--- src/rtl/serializer_tx.sv ---
// serializer_tx: FIFO-buffered UART-style serializer (start 0, MSB-first data, stop 1)
module serializer_tx #(
    parameter int PKT_W      = 8,
    parameter int DEPTH      = 4,
    parameter int BIT_CYCLES = 1
) (
    input  logic                       clock,
    input  logic                       reset,
    input  logic [PKT_W-1:0]           io_pIn,
    input  logic                       io_wrEn,
    output logic                       io_full,
    output logic [$clog2(DEPTH+1)-1:0] io_count,
    output logic                       io_overflow,
    output logic                       io_sOut,
    output logic                       io_busy
);
    localparam int AW  = $clog2(DEPTH);
    localparam int CW  = $clog2(DEPTH + 1);
    localparam int BCW = BIT_CYCLES > 1 ? $clog2(BIT_CYCLES) : 1;
    localparam int PBW = PKT_W > 1 ? $clog2(PKT_W) : 1;
    typedef enum logic [1:0] {IDLE, START, DATA, STOP} state_t;
    state_t           r_state;
    logic [PKT_W-1:0] r_mem [DEPTH];
    logic [AW-1:0]    r_wp, r_rp;
    logic [CW-1:0]    r_count;
    logic [PKT_W-1:0] r_sh;
    logic [BCW-1:0]   r_cyc;
    logic [PBW-1:0]   r_bit;
    logic             r_ovf, r_sout;
    logic             w_full, w_push, w_pop, w_bit_end, w_line;
    always_comb begin
        w_full      = r_count == CW'(DEPTH);
        w_push      = io_wrEn && !w_full;
        w_bit_end   = r_cyc == BCW'(BIT_CYCLES - 1);
        w_pop       = (r_count != '0) && (r_state == IDLE || (r_state == STOP && w_bit_end));
        w_line      = (r_state == START) ? 1'b0 : (r_state == DATA) ? r_sh[PKT_W-1] : 1'b1;
        io_full     = w_full;
        io_count    = r_count;
        io_overflow = r_ovf;
        io_sOut     = r_sout;
        io_busy     = (r_state != IDLE) || (r_count != '0);
    end
    // io_sOut lags the state by one edge, giving the two-edge write-to-start latency
    always_ff @(posedge clock) begin
        if (!reset) begin
            r_state <= IDLE;
            r_wp    <= '0;
            r_rp    <= '0;
            r_count <= '0;
            r_sh    <= '0;
            r_cyc   <= '0;
            r_bit   <= '0;
            r_ovf   <= 1'b0;
            r_sout  <= 1'b1;
        end else begin
            r_ovf   <= io_wrEn && w_full;
            r_sout  <= w_line;
            r_count <= r_count + CW'(w_push) - CW'(w_pop);
            r_cyc   <= (r_state == IDLE || w_bit_end) ? '0 : r_cyc + 1'b1;
            if (w_push) begin
                r_mem[r_wp] <= io_pIn;
                r_wp        <= r_wp + 1'b1;
            end
            case (r_state)
                IDLE:  if (w_pop) r_state <= START;
                START: if (w_bit_end) r_state <= DATA;
                DATA:  if (w_bit_end) begin
                    r_sh  <= r_sh << 1;
                    r_bit <= (r_bit == PBW'(PKT_W - 1)) ? '0 : r_bit + 1'b1;
                    if (r_bit == PBW'(PKT_W - 1)) r_state <= STOP;
                end
                STOP:  if (w_bit_end) r_state <= w_pop ? START : IDLE;
                default: r_state <= IDLE;
            endcase
            if (w_pop) begin
                r_sh <= r_mem[r_rp];
                r_rp <= r_rp + 1'b1;
            end
        end
    end
endmodule

--- config.mk ---
export PLATFORM = sky130hd
export DESIGN_NAME = serializer_tx
export DESIGN_NICKNAME = d
export VERILOG_FILES = /design/src/rtl/serializer_tx.sv
export SDC_FILE = /design/constraint.sdc
export NUM_CORES = 1
export LEC_CHECK = 0
export ABC_AREA = 1
export CAP_MARGIN = 10
export CORE_MARGIN = 4
export CORE_UTILIZATION = 40
export CTS_BUF_LIST = sky130_fd_sc_hd__clkbuf_8
export DETAILED_ROUTE_END_ITERATION = 12
export MAX_ROUTING_LAYER = met4
export PLACE_DENSITY = 0.6
export SLEW_MARGIN = 10
export SYNTH_ARGS = -nofsm -noshare
export SYNTH_HDL_FRONTEND = slang
export SYNTH_SLANG_ARGS = --single-unit
--- constraint.sdc ---
create_clock -name clock -period 2.2 [get_ports clock]
set_input_delay 0.44 -clock clock [delete_from_list [all_inputs] [get_ports clock]]
set_output_delay 0.44 -clock clock [all_outputs]
set_load 0.01 [all_outputs]
==> Yosys cells after proc, flatten, opt, wreduce, memory -nomap -nowiden <==
Memory sizes are Yosys's and may differ from the RTL's. A register that Yosys moved wholly into a read port is not among the register bits.
Index checks and enable logic that the tools add are counted.
Widths: inputs -> output; s select.
{ "classes": {"add_sub_neg": 6, "eq_ne": 11, "n_mux": 18, "n_bitwise": 2, "reduce_logical": 16} }
{ "op_table": {"columns": ["operator", "count"], "rows": [
  ["$mux 8", 3],
  ["$mux 2", 7],
  ["$ne 2x2->1 const B", 4],
  ["$pmux 2 s4", 1],
  ["$eq 3x3->1 const B", 2],
  ["$mux 1", 6],
  ["$reduce_and 5->1", 1],
  ["$add 2x1->2 const B", 2],
  ["$eq 2x2->1 const B", 2],
  ["$logic_and 1x1->1", 4],
  ["$ne 2x1->1 const B", 2],
  ["$reduce_and 2->1", 2],
  ["$reduce_bool 2->1", 2],
  ["$add 3x1->3", 1],
  ["$add 3x1->3 const B", 1],
  ["$logic_or 1x1->1", 3],
  ["$mux 3", 1],
  ["$reduce_bool 3->1", 1],
  ["$sub 3x1->3", 1],
  ["$eq 2x1->1 const B", 1],
  ["$logic_not 2->1", 1],
  ["$not 1->1", 2],
  ["$reduce_or 2->1", 1],
  ["$add 1x1->1 const B", 1],
  ["$logic_not 1->1", 1]
]} }
{ "totals": {"ff_bits": 23, "ramBits": 32, "out_inout_bits": 7, "wordCells": 63, "n_memories": 1} }
{ "memory_table": {"columns": ["memory", "words", "width", "rd", "rd_ports_with_merged_regs", "write_ports", "line", "source"], "rows": [
  ["r_mem", 4, 8, 1, 1, 1, "23", "logic [PKT_W-1:0] r_mem [DEPTH];"]
]} }

==> Logic depth before layout (Yosys ltp) <==
{ "depth": {"word_depth": 7, "depth_mapped": 13, "mapped_depth_nobuf": 13} }

==> Worst setup path after synthesis <==
Ideal clock, no wire load.
{ "synth_path": {"path_kind": "register -> register", "from": "register r_state[0]", "to": "register r_count[2], in the netlist io_count[2]", "setup_ps": 70, "arrival_ps": 2035, "slack_ps": 95, "stages_incl_launch_ff": 14, "cell_sequence": "dfxtp_1 > inv_1 > ha_1 > o21bai_4 > nand2_4 > inv_2 > ha_1 > inv_1 > ha_1 > inv_1 > fa_1 > inv_1 > o21ai_0 > a21oi_1"} }
{ "synth_via": {"elab_chain_len": 5} }
{ "synth_lines": {"columns": ["element", "line", "source"], "rows": [
  ["start: declaration", "22", "state_t r_state;"],
  ["start signal: assignment", "72", "STOP: if (w_bit_end) r_state <= w_pop ? START : IDLE;"],
  ["$eq 2x2->1", "35", "w_pop = (r_count != '0) && (r_state == IDLE || (r_state == STOP && w_bit_end));"],
  ["$logic_and 1x1->1", "35", null],
  ["$logic_or 1x1->1 *", "35", null],
  ["$logic_and 1x1->1 *", "35", null],
  ["$sub 3x1->3 *", "58", "r_count <= r_count + CW'(w_push) - CW'(w_pop);"],
  ["end signal: assignment", "58", null],
  ["end: declaration", "25", "logic [CW-1:0] r_count;"]
]} }
Every way passes the cells marked *; elsewhere a longest branch is shown, timed or not.
A chain may end at the register's enable or synchronous reset.

==> Worst setup path after layout <==
{ "layout_path": {"from": "register r_state[1]", "to": "register r_count[1], in the netlist io_count[1]"} }
Same word-level chain as after synthesis.

==> flow_summary.json <==
{
  "crit_path_capture_type": "flip-flop",
  "run_status": "completed",
  "postRouteWirelength_um": 4395,
  "netSwitchingFraction": 0.3539,
  "post_synth.cell_area_avg_um2": 9.782,
  "grt_pass1_wl_um": 7362,
  "reg2regPathDepth": 11,
  "placed_cells_incl_taps": 348,
  "place.gp.congestion": 0.7270,
  "post_synth_and_or_nand_nor_area_fraction": 0.1699,
  "setup.worst_path.start_class": "flip-flop",
  "synthesized_area_fraction_occupied_by_adder_cells": 0.07381,
  "port-buffer-count": 17,
  "synth_top_family_by_area": "simple AND/OR/NAND/NOR gates",
  "grt.overflow.total": 0,
  "syn2layout_area_growth_pct": 18.76,
  "rr_startpoint": "r_state[1]",
  "synth.yosys.seq_area_share": 0.5905,
  "grt_start_max_net_pins": 21,
  "ys.warnings.count": 0,
  "ctsLongestPathBuffers": 2,
  "clk_transition_reported_paths_ns": 0.06,
  "design.portCount": 18,
  "drive_gt1_frac": 0.1319,
  "drt_first_iter_violations": 83,
  "cts_htree_levels": 3,
  "final_cell_area_um2": 2939,
  "die-area_um2": 7510,
  "syn_std_cell_area_um2": 2475,
  "number_of_global_route_vias_before_repair": 1539,
  "synth_top_flop_cell": "edfxtp_1",
  "finClkSkew_ns": 0.007550,
  "hpwl_um": 2906,
  "post_cts_hold_buffer_count": 0,
  "fin_nets": 309,
  "postSynthRegisterBits": 57,
  "synth_top_area_share": 0.3883,
  "clk-insertion-delay-late_ns": 0.34,
  "power.static_leakage_nw": 1.203,
  "place_area_um2": 2774,
  "worst_hold_path_type": "reg2reg",
  "yosys-mux-area-fraction": 0,
  "initial_core_util": 0.4155,
  "p_comb_frac": 0.352,
  "power_density_nw_per_um2": 1156,
  "crit_path_max_fanout": 7,
  "final-hold-violation-count": 0,
  "dpl_worst_slack_ns": -0.004369,
  "maxClockFrequency_mhz": 488.5,
  "synth_area_leaders": "edfxtp_1 (39%), dfxtp_1 (20%), nor2_1 (6.8%)",
  "worst-endpoint-required_ns": 2.43,
  "core-area_um2": 5956,
  "drt-pass1-iter-count": 4,
  "final_min_period_over_clock_period": 0.9305,
  "layout.filler_cells": 554,
  "dr_total_vias": 1694,
  "final.setup.worst_slack_ns": 0.1529,
  "max_cap_violations": 0,
  "clock-sinks": 57,
  "setup.worst_path.end": "io_count[1]",
  "cts_made_buffers": 9,
  "synth.largest_area_cell": "edfxtp_1",
  "synth_compound_gate_area_share": 0.09302,
  "worst_r2r_endpoint": "io_count[1]",
  "cts_tree": "done",
  "p_total_mw": 3.398,
  "clock_group_share_of_total_power": 0.227,
  "finalCoreUtilization": 0.4935,
  "switchingPower_mw": 1.202,
  "ir_worst_vdd_mv": 0.6496,
  "slew_violations": 0,
  "critPathKind": "reg2reg",
  "number_of_distinct_library_cells_after_synthesis": 27,
  "synth-edff-count": 32,
  "wire_per_inst_um": 12.11,
  "power.internal_mw": 2.196,
  "postSynthNetCount": 278,
  "placementRows": 28,
  "synth_xor_xnor_area_share": 0.003539,
  "clock_tree.root_cell": "clkbuf_8",
  "setup_slack_reg_to_reg_ns": 0.15,
  "synthArstFlopShare": 0,
  "die-width_um": 86.66,
  "grt_util_all_layers": 0.1358,
  "power.sequential.fraction": 0.421,
  "ant_nets_after_route": 0,
  "critPathLaunch": "r_state[1]",
  "setup-violations-final": 0,
  "die_h_um": 86.66,
  "post-route-min-period_ns": 2.047,
  "drc": 0,
  "antenna_cells": 0,
  "syn_inst": 253,
  "worstPathArrival_ns": 2.27,
  "rsz0062_at_grt": "false",
  "antenna_found_initial": 0,
  "post_drt_via_cell_ratio": 4.667,
  "final_cell_count_no_fill": 363
}
repair_timing:
item | in CTS | in global routing
buffers inserted | 0 | 0
gates resized for setup | 0 | 8
endpoints found under the setup margin | 0 | 10
kinds of logic after synthesis:
group | Yosys count
AOI/OAI and AO/OA | 43
buffers and inverters | 40
other | 1
and+or+nand+nor | 97
xor gates and xnor gates | 1
DFF | 57
adders and majority gates | 14
per-stage QoR:
step	setup TNS, ns	hold slack (ns)
after floorplan	0	0.4329
after global placement	0	0.4415
after detailed placement	-0.004369	0.4554
after CTS	0	0.4667
after global routing	0	0.4738
final	0	0.4637
routing by layer:
layer | vias up | wire length [um] | track usage | share of wire
li1 | 888 | - | - | -
met1 | 774 | 2036 | 0.1619 | 0.46
met2 | 22 | 2088 | 0.2010 | 0.48
met3 | 10 | 162 | 0.05418 | 0.037
met4 | 0 | 108 | 0.06374 | 0.025
met5 | - | 0 | - | 0
area by class of cell:
type / instances / area (um^2) / share of cell area
clock buffers: 9 / 123.9 / 0.04215
clock inverters: 6 / 28.78 / 0.009791
inverters: 32 / 122.6 / 0.04172
multi-input cells: 156 / 853.3 / 0.2903
flip-flops and latches: 57 / 1464 / 0.4981
well taps: 75 / 93.84 / 0.03193
repair buffers: 28 / 252.7 / 0.08599
cells in the final DEF, fill, tap and decap left out, types with 2 or more instances in the layout:
| cell type | Yosys | final |
|---|---|---|
| nand3_1 | 14 | 14 |
| buf_4 | 1 | 11 |
| dfxtp_1 | 25 | 23 |
| ha_1 | 13 | 12 |
| clkinv_2 | 0 | 2 |
| dfxtp_2 | 0 | 2 |
| nand2_1 | 25 | 25 |
| edfxtp_1 | 32 | 32 |
| o21ai_1 | 2 | 2 |
| clkbuf_8 | 0 | 9 |
| clkdlybuf4s50_1 | 0 | 17 |
| nor3_1 | 6 | 6 |
| a21oi_1 | 12 | 12 |
| nor2_2 | 2 | 3 |
| inv_2 | 1 | 2 |
| o21ai_0 | 27 | 27 |
| inv_1 | 31 | 31 |
| nor2_1 | 45 | 44 |
flip-flops by register name, indices dropped and copies added (netlist names), named ones only:
register     flops
r_cyc            1
r_state          2
io_sOut          1
r_sh             8
io_count         3
r_mem           32
r_wp             2
r_rp             2
io_overflow      1
r_bit            3
cells in the mapped netlist, types with 2 or more instances:
cell type,instances
a21oi_1,12
nor3_1,6
nor2_2,2
nor2_1,45
inv_1,31
ha_1,13
edfxtp_1,32
o21ai_0,27
dfxtp_1,25
buf_2,5
o21ai_1,2
nand3_1,14
nand2_1,25
power by group through the flow:
stage	sequential [mW]	clock (mW)	combinational, mW
finish	1.43	0.771	1.20
detailed placement	1.45	0	1.18
global placement	1.44	0	1.18
CTS	1.43	0.797	1.19
floorplan	1.44	0	0.855
global route	1.45	0.864	1.38
critical path: stages, from the launching register on:
cell and delay (ns):
dfxtp_2 0.36, inv_2 0.06, ha_2 0.18, o21bai_4 0.18
nand2_4 0.07, inv_4 0.05, ha_1 0.26, inv_1 0.06
ha_1 0.13, inv_1 0.05, fa_2 0.51, nor2_1 0.04
how the worst min path moves through the flow:
stage	from	end	slack (ns)	cells after the start
final	r_rp[1]	r_rp[1]	0.46	2
after global routing	r_rp[1]	r_rp[1]	0.47	2
after CTS	r_rp[1]	r_rp[1]	0.47	2
after detailed placement	r_rp[1]	r_rp[1]	0.46	2
after global placement	r_rp[1]	r_rp[1]	0.44	2
after floorplan	r_rp[1]	flip-flop	0.43	2
(Power assumes the default switching activity.)
